[config.mk]
export PLATFORM = sky130hd
export DESIGN_NAME = pipe_ctrl
export DESIGN_NICKNAME = d
export VERILOG_FILES = /design/src/rtl/pipe_ctrl.sv
export SDC_FILE = /design/constraint.sdc
export NUM_CORES = 1
export LEC_CHECK = 0
export ABC_AREA = 1
export CORE_AREA = 8 8 49 51
export DETAILED_ROUTE_END_ITERATION = 16
export DIE_AREA = 0 0 57 59
export GPL_TIMING_DRIVEN = 0
export HOLD_SLACK_MARGIN = 0.03
export PLACE_DENSITY = 0.82
export SYNTH_ARGS = -nofsm -noshare
export SYNTH_HDL_FRONTEND = slang
export SYNTH_SLANG_ARGS = --single-unit
[constraint.sdc]
create_clock -name clk -period 3.5 [get_ports clk]
set_input_delay 0.7 -clock clk [delete_from_list [all_inputs] [get_ports clk]]
set_output_delay 0.7 -clock clk [all_outputs]
set_load 0.05 [all_outputs]
[src/rtl/pipe_ctrl.sv]
// pipe_ctrl: central stall/flush sequencer for the 5-stage pipeline.
// Resolves load-use hazards that forwarding cannot cover, kills wrong-path
// instructions on an execute redirect, and freezes the pipe while a data
// memory access is outstanding. If the access never completes, the block
// falls into a sticky error state that only reset clears.
// Optional feature macro: PIPE_CTRL_PERF_EN adds the stall_cycles and
// flush_cnt performance counters. Without it those ports do not exist and the
// control behaviour is unchanged.
module pipe_ctrl #(
  parameter int MEM_TIMEOUT = 16,
  parameter int CNT_W       = 32
) (
  input  logic       clk,
  input  logic       reset,
  input  logic [4:0] de_rs1,
  input  logic [4:0] de_rs2,
  input  logic       de_rs1_used,
  input  logic       de_rs2_used,
  input  logic       ex_mem_read,
  input  logic [4:0] ex_rd,
  input  logic       pc_r,
  input  logic       dmem_req,
  input  logic       dmem_ready,
  output logic       fe_stall,
  output logic       fe_flush,
  output logic       ex_bubble,
  output logic       ex_stall,
  output logic       mem_stall,
  output logic       wb_bubble,
  output logic       err
`ifdef PIPE_CTRL_PERF_EN
  ,
  output logic [CNT_W-1:0] stall_cycles,
  output logic [CNT_W-1:0] flush_cnt
`endif
);

  // The wait counter must be able to hold MEM_TIMEOUT.
  localparam int CW = $clog2(MEM_TIMEOUT + 1);

  // Reject configurations that cannot work: the timeout needs at least
  // one MEM_WAIT cycle, and the counters need at least one bit.
  if (MEM_TIMEOUT < 2 || CNT_W < 1) begin : g_bad_cfg
    $error("pipe_ctrl: MEM_TIMEOUT must be >= 2 and CNT_W >= 1");
  end

  typedef enum logic [1:0] {
    RUN      = 2'd0,
    MEM_WAIT = 2'd1,
    ERR      = 2'd2
  } state_e;

  state_e        state_q, state_d;
  logic [CW-1:0] cnt_q, cnt_d;

  logic loadUse;
  logic memMiss;
  logic timeoutHit;

  // Hazard detection. A load into x0 never creates a dependency, and a
  // source register only matters when decode actually reads it.
  always_comb begin
    loadUse = 1'b0;
    if (ex_mem_read && (ex_rd != 5'd0)) begin
      loadUse = (de_rs1_used && (de_rs1 == ex_rd)) ||
                (de_rs2_used && (de_rs2 == ex_rd));
    end
  end

  // An access that does not complete in the same cycle is a miss. The last
  // allowed wait cycle is MEM_TIMEOUT-1 because the RUN cycle that started
  // the access already counts as the first stalled cycle.
  always_comb begin
    memMiss    = dmem_req && !dmem_ready;
    timeoutHit = (cnt_q == CW'(MEM_TIMEOUT - 1));
  end

  // State and wait counter, cleared immediately by reset.
  always_ff @(posedge clk or posedge reset) begin
    if (reset) begin
      state_q <= RUN;
      cnt_q   <= '0;
    end else begin
      state_q <= state_d;
      cnt_q   <= cnt_d;
    end
  end

  // Next-state and per-stage enables. Outputs act in the same cycle, and
  // all of them are forced low while reset is asserted.
  always_comb begin
    state_d   = state_q;
    cnt_d     = cnt_q;
    fe_stall  = 1'b0;
    fe_flush  = 1'b0;
    ex_bubble = 1'b0;
    ex_stall  = 1'b0;
    mem_stall = 1'b0;
    wb_bubble = 1'b0;
    err       = 1'b0;

    unique case (state_q)
      RUN: begin
        if (memMiss) begin
          fe_stall  = 1'b1;
          ex_stall  = 1'b1;
          mem_stall = 1'b1;
          wb_bubble = 1'b1;
          state_d   = MEM_WAIT;
          cnt_d     = CW'(1);
        end else if (pc_r) begin
          // The instruction in decode is on the wrong path. Its load-use
          // hazard is irrelevant, and the PC must be free to take the target.
          fe_flush  = 1'b1;
          ex_bubble = 1'b1;
        end else if (loadUse) begin
          // A single bubble is enough. Next cycle the load is in MEM and the
          // writeback forwarding path covers the dependency.
          fe_stall  = 1'b1;
          ex_bubble = 1'b1;
        end
      end

      MEM_WAIT: begin
        if (dmem_ready) begin
          // Release cycle. Execute was frozen, so redirect and load-use
          // are evaluated now, exactly as they would be in RUN.
          if (pc_r) begin
            fe_flush  = 1'b1;
            ex_bubble = 1'b1;
          end else if (loadUse) begin
            fe_stall  = 1'b1;
            ex_bubble = 1'b1;
          end
          state_d = RUN;
          cnt_d   = '0;
        end else begin
          fe_stall  = 1'b1;
          ex_stall  = 1'b1;
          mem_stall = 1'b1;
          wb_bubble = 1'b1;
          if (timeoutHit) begin
            state_d = ERR;
          end else begin
            cnt_d = cnt_q + CW'(1);
          end
        end
      end

      ERR: begin
        fe_stall  = 1'b1;
        ex_stall  = 1'b1;
        mem_stall = 1'b1;
        wb_bubble = 1'b1;
        err       = 1'b1;
      end

      default: begin
        state_d = RUN;
        cnt_d   = '0;
      end
    endcase

    if (reset) begin
      fe_stall  = 1'b0;
      fe_flush  = 1'b0;
      ex_bubble = 1'b0;
      ex_stall  = 1'b0;
      mem_stall = 1'b0;
      wb_bubble = 1'b0;
      err       = 1'b0;
    end
  end

`ifdef PIPE_CTRL_PERF_EN
  logic [CNT_W-1:0] stall_cycles_q;
  logic [CNT_W-1:0] flush_cnt_q;

  // Performance counters. Each one counts the cycles in which fetch was held
  // or flushed, and wraps naturally at 2^CNT_W.
  always_ff @(posedge clk or posedge reset) begin
    if (reset) begin
      stall_cycles_q <= '0;
      flush_cnt_q    <= '0;
    end else begin
      if (fe_stall) begin
        stall_cycles_q <= stall_cycles_q + CNT_W'(1);
      end
      if (fe_flush) begin
        flush_cnt_q <= flush_cnt_q + CNT_W'(1);
      end
    end
  end

  assign stall_cycles = stall_cycles_q;
  assign flush_cnt    = flush_cnt_q;
`endif

endmodule

* Yosys cells after proc, flatten, opt, wreduce, memory -nomap -nowiden
Cells that the tools add are included.
** Storage, ports and cells
- Output and inout port bits :: 7
- Flip-flop bits (word level) :: 7
- Logic and storage cells :: 53
- Input port bits :: 23
** Operators by class
- Add/subtract/negate cells :: 1
- Mux-type cells :: 31
- Equal/unequal tests :: 8
- Bitwise operators :: 1
- Reductions and logical operators :: 10
** Operators with widths (count)
- 1-bit 2-to-1 mux :: 19
- 5-bit 2-to-1 mux :: 3
- 5-bit case mux with 3 select lines :: 1
- 5-bit == test :: 2
- 2-bit 2-to-1 mux :: 3
- 3-bit != test, second input constant :: 2
- 1-bit case mux with 3 select lines :: 2
- 2-bit case mux with 3 select lines :: 1
- 3-bit AND reduction :: 2
- 5-bit by 1-bit adder with 5-bit output, second input constant :: 1
- 5-bit by 4-bit == test with 1-bit output, second input constant :: 1
- 5-bit nonzero test :: 1
- 1-bit logical AND :: 4
- 1-bit case mux with 2 select lines :: 2
- 2-bit by 1-bit == test with 1-bit output, second input constant :: 1
- 2-bit == test, second input constant :: 1
- 2-bit logical NOT :: 1
- 2-bit != test, second input constant :: 1
- 1-bit logical NOT :: 1
- 1-bit logical OR :: 1
- 1-bit NOT :: 1

* Longest topological paths before layout
Gate-level depths: netlist (run 1).
- Depth in word-level cells :: 9
- Mapped depth :: 10
- Gate-level depth less buffers :: 10

* Worst setup path after synthesis (run 1)
OpenSTA, ideal clock, no wires.
- Path type :: input to output
- Start :: input port dmem_ready
- End :: output port mem_stall
- Path buffers :: 1
- Arrival time :: 2.099 ns
- Data required time :: 2.800 ns
- Slack :: 0.701 ns
- Stages :: 5
- Path through :: inv_2 > nand2_4 > o211a_1 > nor2_1 > buf_4
** Between the ends
- Cells in the longest elaborated chain, start to end :: 5
- Elaborated cells between the ends (all ways) :: 6
- Those cells by class :: mux: 4; reduce/logical: 2
** Ends and longest elaborated chain
- from (decl) :: RTL line 23 : input logic dmem_ready,
- 1-bit logical NOT :: RTL line 74 : memMiss = dmem_req && !dmem_ready;
- 1-bit logical AND :: RTL line 74
- 1-bit 2-to-1 mux
- 1-bit case mux with 3 select lines (*)
- 1-bit 2-to-1 mux (*)
- to (decl) :: RTL line 28 : output logic mem_stall,
Every way passes the cells marked *; elsewhere a longest branch is shown, timed or not.

* Worst setup path after layout (run 1)
- Start :: input port dmem_ready
- End :: output port wb_bubble
** Between the ends
- Cells in the longest elaborated chain, start to end :: 5
- Elaborated cells between the ends (all ways) :: 6
- Those cells by class :: mux: 4; reduce/logical: 2
** Ends and longest elaborated chain
- 1-bit logical NOT :: RTL line 74
- 1-bit logical AND :: RTL line 74
- 1-bit 2-to-1 mux :: RTL line 104 : if (memMiss) begin
- 1-bit case mux with 3 select lines (*) :: RTL line 102 : unique case (state_q)
- 1-bit 2-to-1 mux (*) :: RTL line 164 : if (reset) begin
- to (decl) :: RTL line 29 : output logic wb_bubble,
Marked as above.

==> reports/qor.txt, run 1 <==
Antenna violations before repair: 0
Setup tns final: 0 ns
Worst Path Max Fanout: 4
GRT overflow: 0
Flop pwr share: 0.328
TritonCTS clock tree: built
Row count: 15
Outcome: finished, final reports clean
Setup violators final: 0
Clock Skews: 0.0002255 ns
Unique masters post-synth: 21
Cell Int Power: 188.2 uW
Tot Pwr: 294.5 uW
Area leader, netlist: dfrtp_1
Worst vdd ir: 0.2423 mV
Top-count cell post-synth: nand2_1
Post-route insts no fill: 166
Sequential fraction of the synthesis area: 0.2518
Clock latency on the worst-skew pair: 0.25 ns
Worst Setup End Kind: primary output
NetSw: 106.3 uW
NumNets Final: 175
Critical Path AT: 2.66 ns
Yosys top cell area share: 0.2518
Num CTS Buffers: 3
Die area: 3363 um2
GRT met1 Usage: 0.1253
Die H: 59 um
Grt met3 use: 0.04506
Worst setup margin: 0.1373 ns
Vias per cell: 4.807
Actual slew at the worst max-slew pin: 0.5456 ns
Period utilisation layout: 0.9608
Cells after DPL: 162
Synth Cell Area: 695.7 um2
Comb pwr share: 0.430
Layout Area Growth over Synthesis: 49.28%
Worst relative slew slack: 0.6357
Setup Crit Path Kind: input pin to primary output
Syn. warnings: 0
Clock Root Buffer: clkbuf_4
Top_reg_cell synth: dfrtp_1
Clock share of power: 0.242
# Max-Cap Violations: 0
Total track usage: 0.1149
Final Max Slew Viols: 0
P_leak: 0.0005594 uW
GRT Max-Usage Layer: met2
Input/output buffers: 29
Ys async rst share: 1.000
Gate Count Post-Synth: 116
Drt pass-1 iters: 4
Fill cells: 154
Drc violations: 0
Die width: 57 um
Area contributors post-synth: dfrtp_1 25%, nand2_1 19%, inv_1 9.2%, nor2_1 9.2%, nand3_1 4.3%
Routed wire length per instance: 11.04 um
Sw frac: 0.3609
CORE AREA: 1652 um2
Mean Syn Cell Area: 5.997 um2
Antenna viol nets, final: 0
Post-DP HPWL: 1.625 mm
Starting Density: 0.4212
Ports: 30
CTS max path bufs: 2
Vias in the first global route: 723
Initial DRC count: 20
PwrDens: 283.5 nW/um2
Dpl ws: 0.07020 ns
CTS sink cnt: 7
Met2 usage: 0.2016
Minimum clock period after layout: 3.363 ns
Gpl congestion: 0.8105
CP Launch Type: input pin
Largest net degree at the start of global routing: 10
Vias: 798
Ant. Diodes: 0
Layout cells sized above 1: 0.1409
Top cells by count, synth: 35 x nand2_1, 17 x inv_1, 17 x nor2_1
Fmax: 297.4 MHz
Drt total wl: 1.832 mm
Register bit total from synthesis: 7
Post-synth EDFFs: 0
Hold Path Class: register to register
H-tree Lvls: 1
First-pass GRT wire length: 3.063 mm
Syn nets: 141
Final Hold Viols: 0
RSZ-0062 raised after global routing: false
Clk slew on worst S/H paths: 0.05 ns
Critical Path RT: 2.80 ns
-- placed cells by master (no fill, tap or decap) --
cell	synthesis	routed
o211a_1	1	1
o2111ai_1	1	1
nor2_2	2	2
nand3_1	6	6
a21oi_2	1	1
nand2_2	2	2
nand2_4	2	2
clkbuf_4	0	3
clkdlybuf4s50_1	0	27
ha_1	2	2
a21oi_1	3	3
o21ai_4	1	1
o21ai_0	6	6
nand2_1	35	35
nor2_1	17	17
inv_1	17	17
clkbuf_1	0	1
dfrtp_1	7	7
nor2_4	1	1
dlymetal6s2s_1	0	2
o21ai_1	1	1
o22ai_1	1	1
inv_2	7	7
buf_4	2	2
nand4_1	1	1
-- layout make-up --
cell class | instances | area [um2] | share of cell area
Buffer | 2 | 15.01 | 0.01446
Sequential cell | 7 | 175.2 | 0.1687
Clock buffer | 4 | 26.28 | 0.02530
Multi-Input combinational cell | 83 | 415.4 | 0.4000
Tap cell | 17 | 21.27 | 0.02048
Timing Repair Buffer | 29 | 295.3 | 0.2843
Inverter | 24 | 90.09 | 0.08675
-- through the flow --
stage / hold WS (ns) / util / instance area (um2)
floorplan: 0.4664 / - / 695.7
global placement: 0.4811 / 0.6098 / 1007
detailed placement: 0.4898 / 0.6098 / 1007
CTS: 0.4962 / 0.6258 / 1033
global route: 0.5292 / 0.6288 / 1039
finish: 0.4990 / 0.6288 / 1039
-- state kept, by name, summed over array words and instances (netlist names) --
name and cells:
state_q 2, cnt_q 5
-- power by group through the flow --
stage	Sequential (uW)	Combinational, uW	Clock (uW)
after floorplan	96.4	77.3	0
after global routing	97.7	139	79.4
final	96.7	127	71.2
after CTS	96.6	127	74.1
after detailed placement	97.9	127	0
after global placement	97.3	122	0
-- worst paths after layout --
path	startpoint	endpoint	slack, ns	cells past startpoint
worst max register to register	cnt_q[0]	cnt_q[2]	1.97	9
worst max-delay path	dmem_ready	wb_bubble	0.14	7
min in group asynchronous	reset	state_q[0]	0.78	2
worst min register to register	cnt_q[2]	cnt_q[2]	0.50	1
max in group asynchronous	reset	cnt_q[1]	2.48	2
worst min-delay path	cnt_q[2]	cnt_q[2]	0.50	1
-- layer usage --
metal,wire [um],vias to the layer above,share of wire
met4,21,0,0.011
li1,-,420,-
met3,97,2,0.053
met2,945,20,0.52
met1,767,356,0.42
met5,0,-,0
-- critical path, stage by stage --
cell             delay [ns]
clkdlybuf4s50_1        0.47
inv_2                  0.11
nand2_4                0.07
o211a_1                0.24
nor2_1                 0.15
buf_4                  0.13
clkdlybuf4s50_1        0.79
-- timing repair --
action / in CTS / in global routing
resized for setup: 0 / 2
setup endpoints to repair: 0 / 2
buffers inserted: 0 / 0
hold buffers: 0 / 0
-- logic make-up after synthesis --
kind of cell             synth area share
buffers and inverters              0.1511
AO/OA/AOI/OAI                      0.1439
flip-flops                         0.2518
adder cells (fa/ha/maj)           0.03597
AND/OR/NAND/NOR                    0.4173
Note: power is estimated with default switching activity, not from simulation.
==> run 2, diff against run 1 <==
SETUP_SLACK_MARGIN = 0.4   (was default)
==> reports/qor.txt, run 2 (synthesis results as in run 1) <==
Final Hold Viols: 0 (unchanged)
GRT Max-Usage Layer: met2
Post-DP HPWL: 1.625 mm (unchanged)
Reg-to-reg slack, setup: 1.97 ns (about the same)
Setup tns final: 0 ns (unchanged)
TritonCTS clock tree: built
Routed wire length per instance: 10.98 um (-0.55%)
P_leak: 0.0005361 uW (-4.2%)
Drt total wl: 1.822 mm (-0.55%)
Antenna violations before repair: 0 (unchanged)
Period utilisation layout: 0.8564 (-0.1043)
RSZ-0062 raised after global routing: false
Hold_sp: cnt_q[2]
Post-CTS sizing: 8 (+8)
# Max-Cap Violations: 0 (unchanged)
Num CTS Buffers: 3 (unchanged)
Layout cells sized above 1: 0.1745 (+0.03356)
Grt met3 use: 0.04506 (unchanged)
Register area: 175.2 um2 (unchanged)
Hold Path Stages: 1 (unchanged)
Clock Skews: 0.0002255 ns (unchanged)
Clock latency on the worst-skew pair: 0.25 ns (about the same)
Initial DRC count: 20 (unchanged)
Worst stage delay on the critical path: 0.56 ns (-0.23 ns)
Input/output buffers: 29 (unchanged)
Worst vdd ir: 0.2422 mV (about the same)
First-pass GRT wire length: 3.084 mm (+0.69%)
Met2 usage: 0.2016 (unchanged)
Cells after DPL: 162 (unchanged)
Vias per cell: 4.825 (+0.38%)
Die H: 59 um (unchanged)
Worst relative slew slack: 0.6702 (+0.03454)
PwrDens: 286.6 nW/um2 (+1.1%)
Final Max Slew Viols: 0 (unchanged)
Die area: 3363 um2 (unchanged)
Gpl congestion: 0.8105 (unchanged)
Post-CTS Setup Bufs: 0 (unchanged)
Hold Worst Slack: 0.4991 ns (+0.00003100 ns)
Reg2Reg Depth: 9 (unchanged)
Vias: 801 (+0.38%)
CP Buf/Inv Count: 3 (-1)
Drc violations: 0 (unchanged)
Layout Area Growth over Synthesis: 45.68%
NumNets Final: 175 (unchanged)
H-tree Lvls: 1 (unchanged)
CORE AREA: 1652 um2 (unchanged)
Ant. Diodes: 0 (unchanged)
Finished Cell Area: 1013 um2 (-2.4%)
Vias in the first global route: 723 (unchanged)
Commonest non-fill, non-tap cell in the layout: nand2_1
Die width: 57 um (unchanged)
Biggest register: cnt_q
CTS max path bufs: 2 (unchanged)
WHS Endpoint: cnt_q[2]
Setup violators final: 0 (unchanged)
Ports: 30 (unchanged)
Reg2Reg Launch Point: cnt_q[0]
Clk slew on worst S/H paths: 0.05 ns (about the same)
GRT met1 Usage: 0.1278 (+0.002481)
Critical Path RT: 2.80 ns (about the same)
GRT overflow: 0 (unchanged)
Most frequent cells in the layout: 35 x nand2_1, 23 x clkdlybuf4s50_1, 17 x inv_1, 17 x nor2_1
Largest net degree at the start of global routing: 10 (unchanged)
Post-route insts no fill: 166 (unchanged)
Largest registers: cnt_q x5, state_q x2
Fill cells: 157 (+1.9%)
Setup Crit Path Kind: input pin to primary output
Placed Instance Area: 1007 um2 (unchanged)
Worst Path Max Fanout: 4 (unchanged)
Slowest CP cell: dlygate4sd2_1
Family with the most delay on the worst path: buffers and inverters
Minimum clock period after layout: 2.998 ns (-0.3652 ns)
Hold_buf cts: 0 (unchanged)
Crit-path cells: clkdlybuf4s50_1 > inv_2 > nand2_4 > o211a_1 > nor2_1 > dlygate4sd2_1
Clock Root Buffer: clkbuf_4
RR Endpoint: cnt_q[2]
Starting Density: 0.4212 (unchanged)
Fmax: 333.6 MHz (+12%)
Critical Path AT: 2.30 ns (-0.36 ns)
Actual slew at the worst max-slew pin: 0.4931 ns (-0.05246 ns)
Row count: 15 (unchanged)
Area of the multi-input gates: 415.4 um2 (unchanged)
Antenna viol nets, final: 0 (unchanged)
CP Launch Type: input pin
Drt pass-1 iters: 4 (unchanged)
Total track usage: 0.1158 (+0.0008803)
Hold Path Class: register to register
CTS sink cnt: 7 (unchanged)
Outcome: finished, final reports clean
Number of flip-flops in the largest register: 5 (unchanged)
Tot Pwr: 290.4 uW (-1.4%)
Worst Setup End Kind: primary output
-- run 2: stage by stage --
step | utilization | worst slack [ns]
4_1_cts | 0.6227 | 0.3591
2_1_floorplan | - | 0.7012
6_report | 0.6136 | 0.5025
3_3_place_gp | 0.6098 | 0.09998
5_1_grt | 0.6136 | 0.4050
3_5_place_dp | 0.6098 | 0.07020
-- run 2: worst max path at each step --
| stage | from | endpoint | slack, ns | depth (start not counted) |
|---|---|---|---|---|
| 2_1_floorplan | dmem_ready | mem_stall | 0.70 | 5 |
| 3_3_place_gp | ex_rd[0] | fe_stall | 0.1 | 10 |
| 3_5_place_dp | ex_rd[0] | fe_stall | 0.07 | 10 |
| 4_1_cts | ex_rd[0] | ex_bubble | 0.36 | 10 |
| 5_1_grt | dmem_ready | ex_stall | 0.40 | 6 |
| 6_report | dmem_ready | ex_stall | 0.50 | 6 |
-- run 2: cell type report --
type	count	area share
sequential	7	0.1728
timing repair buffer	29	0.2667
tap	17	0.02099
clock buffer	4	0.02593
multi-input combinational	83	0.4099
buffer	2	0.01481
inverter	24	0.08889
-- run 2: worst register-to-register path, cell delays in order (launching register included) --
cell and delay, ns:
dfrtp_1 0.41, ha_1 0.21, inv_1 0.11, nor2_1 0.07
ha_1 0.17, inv_1 0.12, nand2_4 0.09, nor2_4 0.10
o21ai_1 0.07, a21oi_2 0.11
-- run 2: per-layer routing --
layer / share of wire / vias up
met4: 0.012 / 0
met3: 0.043 / 2
met5: 0 / -
li1: - / 420
met1: 0.43 / 357
met2: 0.51 / 22
-- run 2: where the power goes --
part	internal, uW	switching (uW)
Clock	43.4	27.8
Combinational	51.7	70.8
Sequential	89.2	7.51
Total	184	106
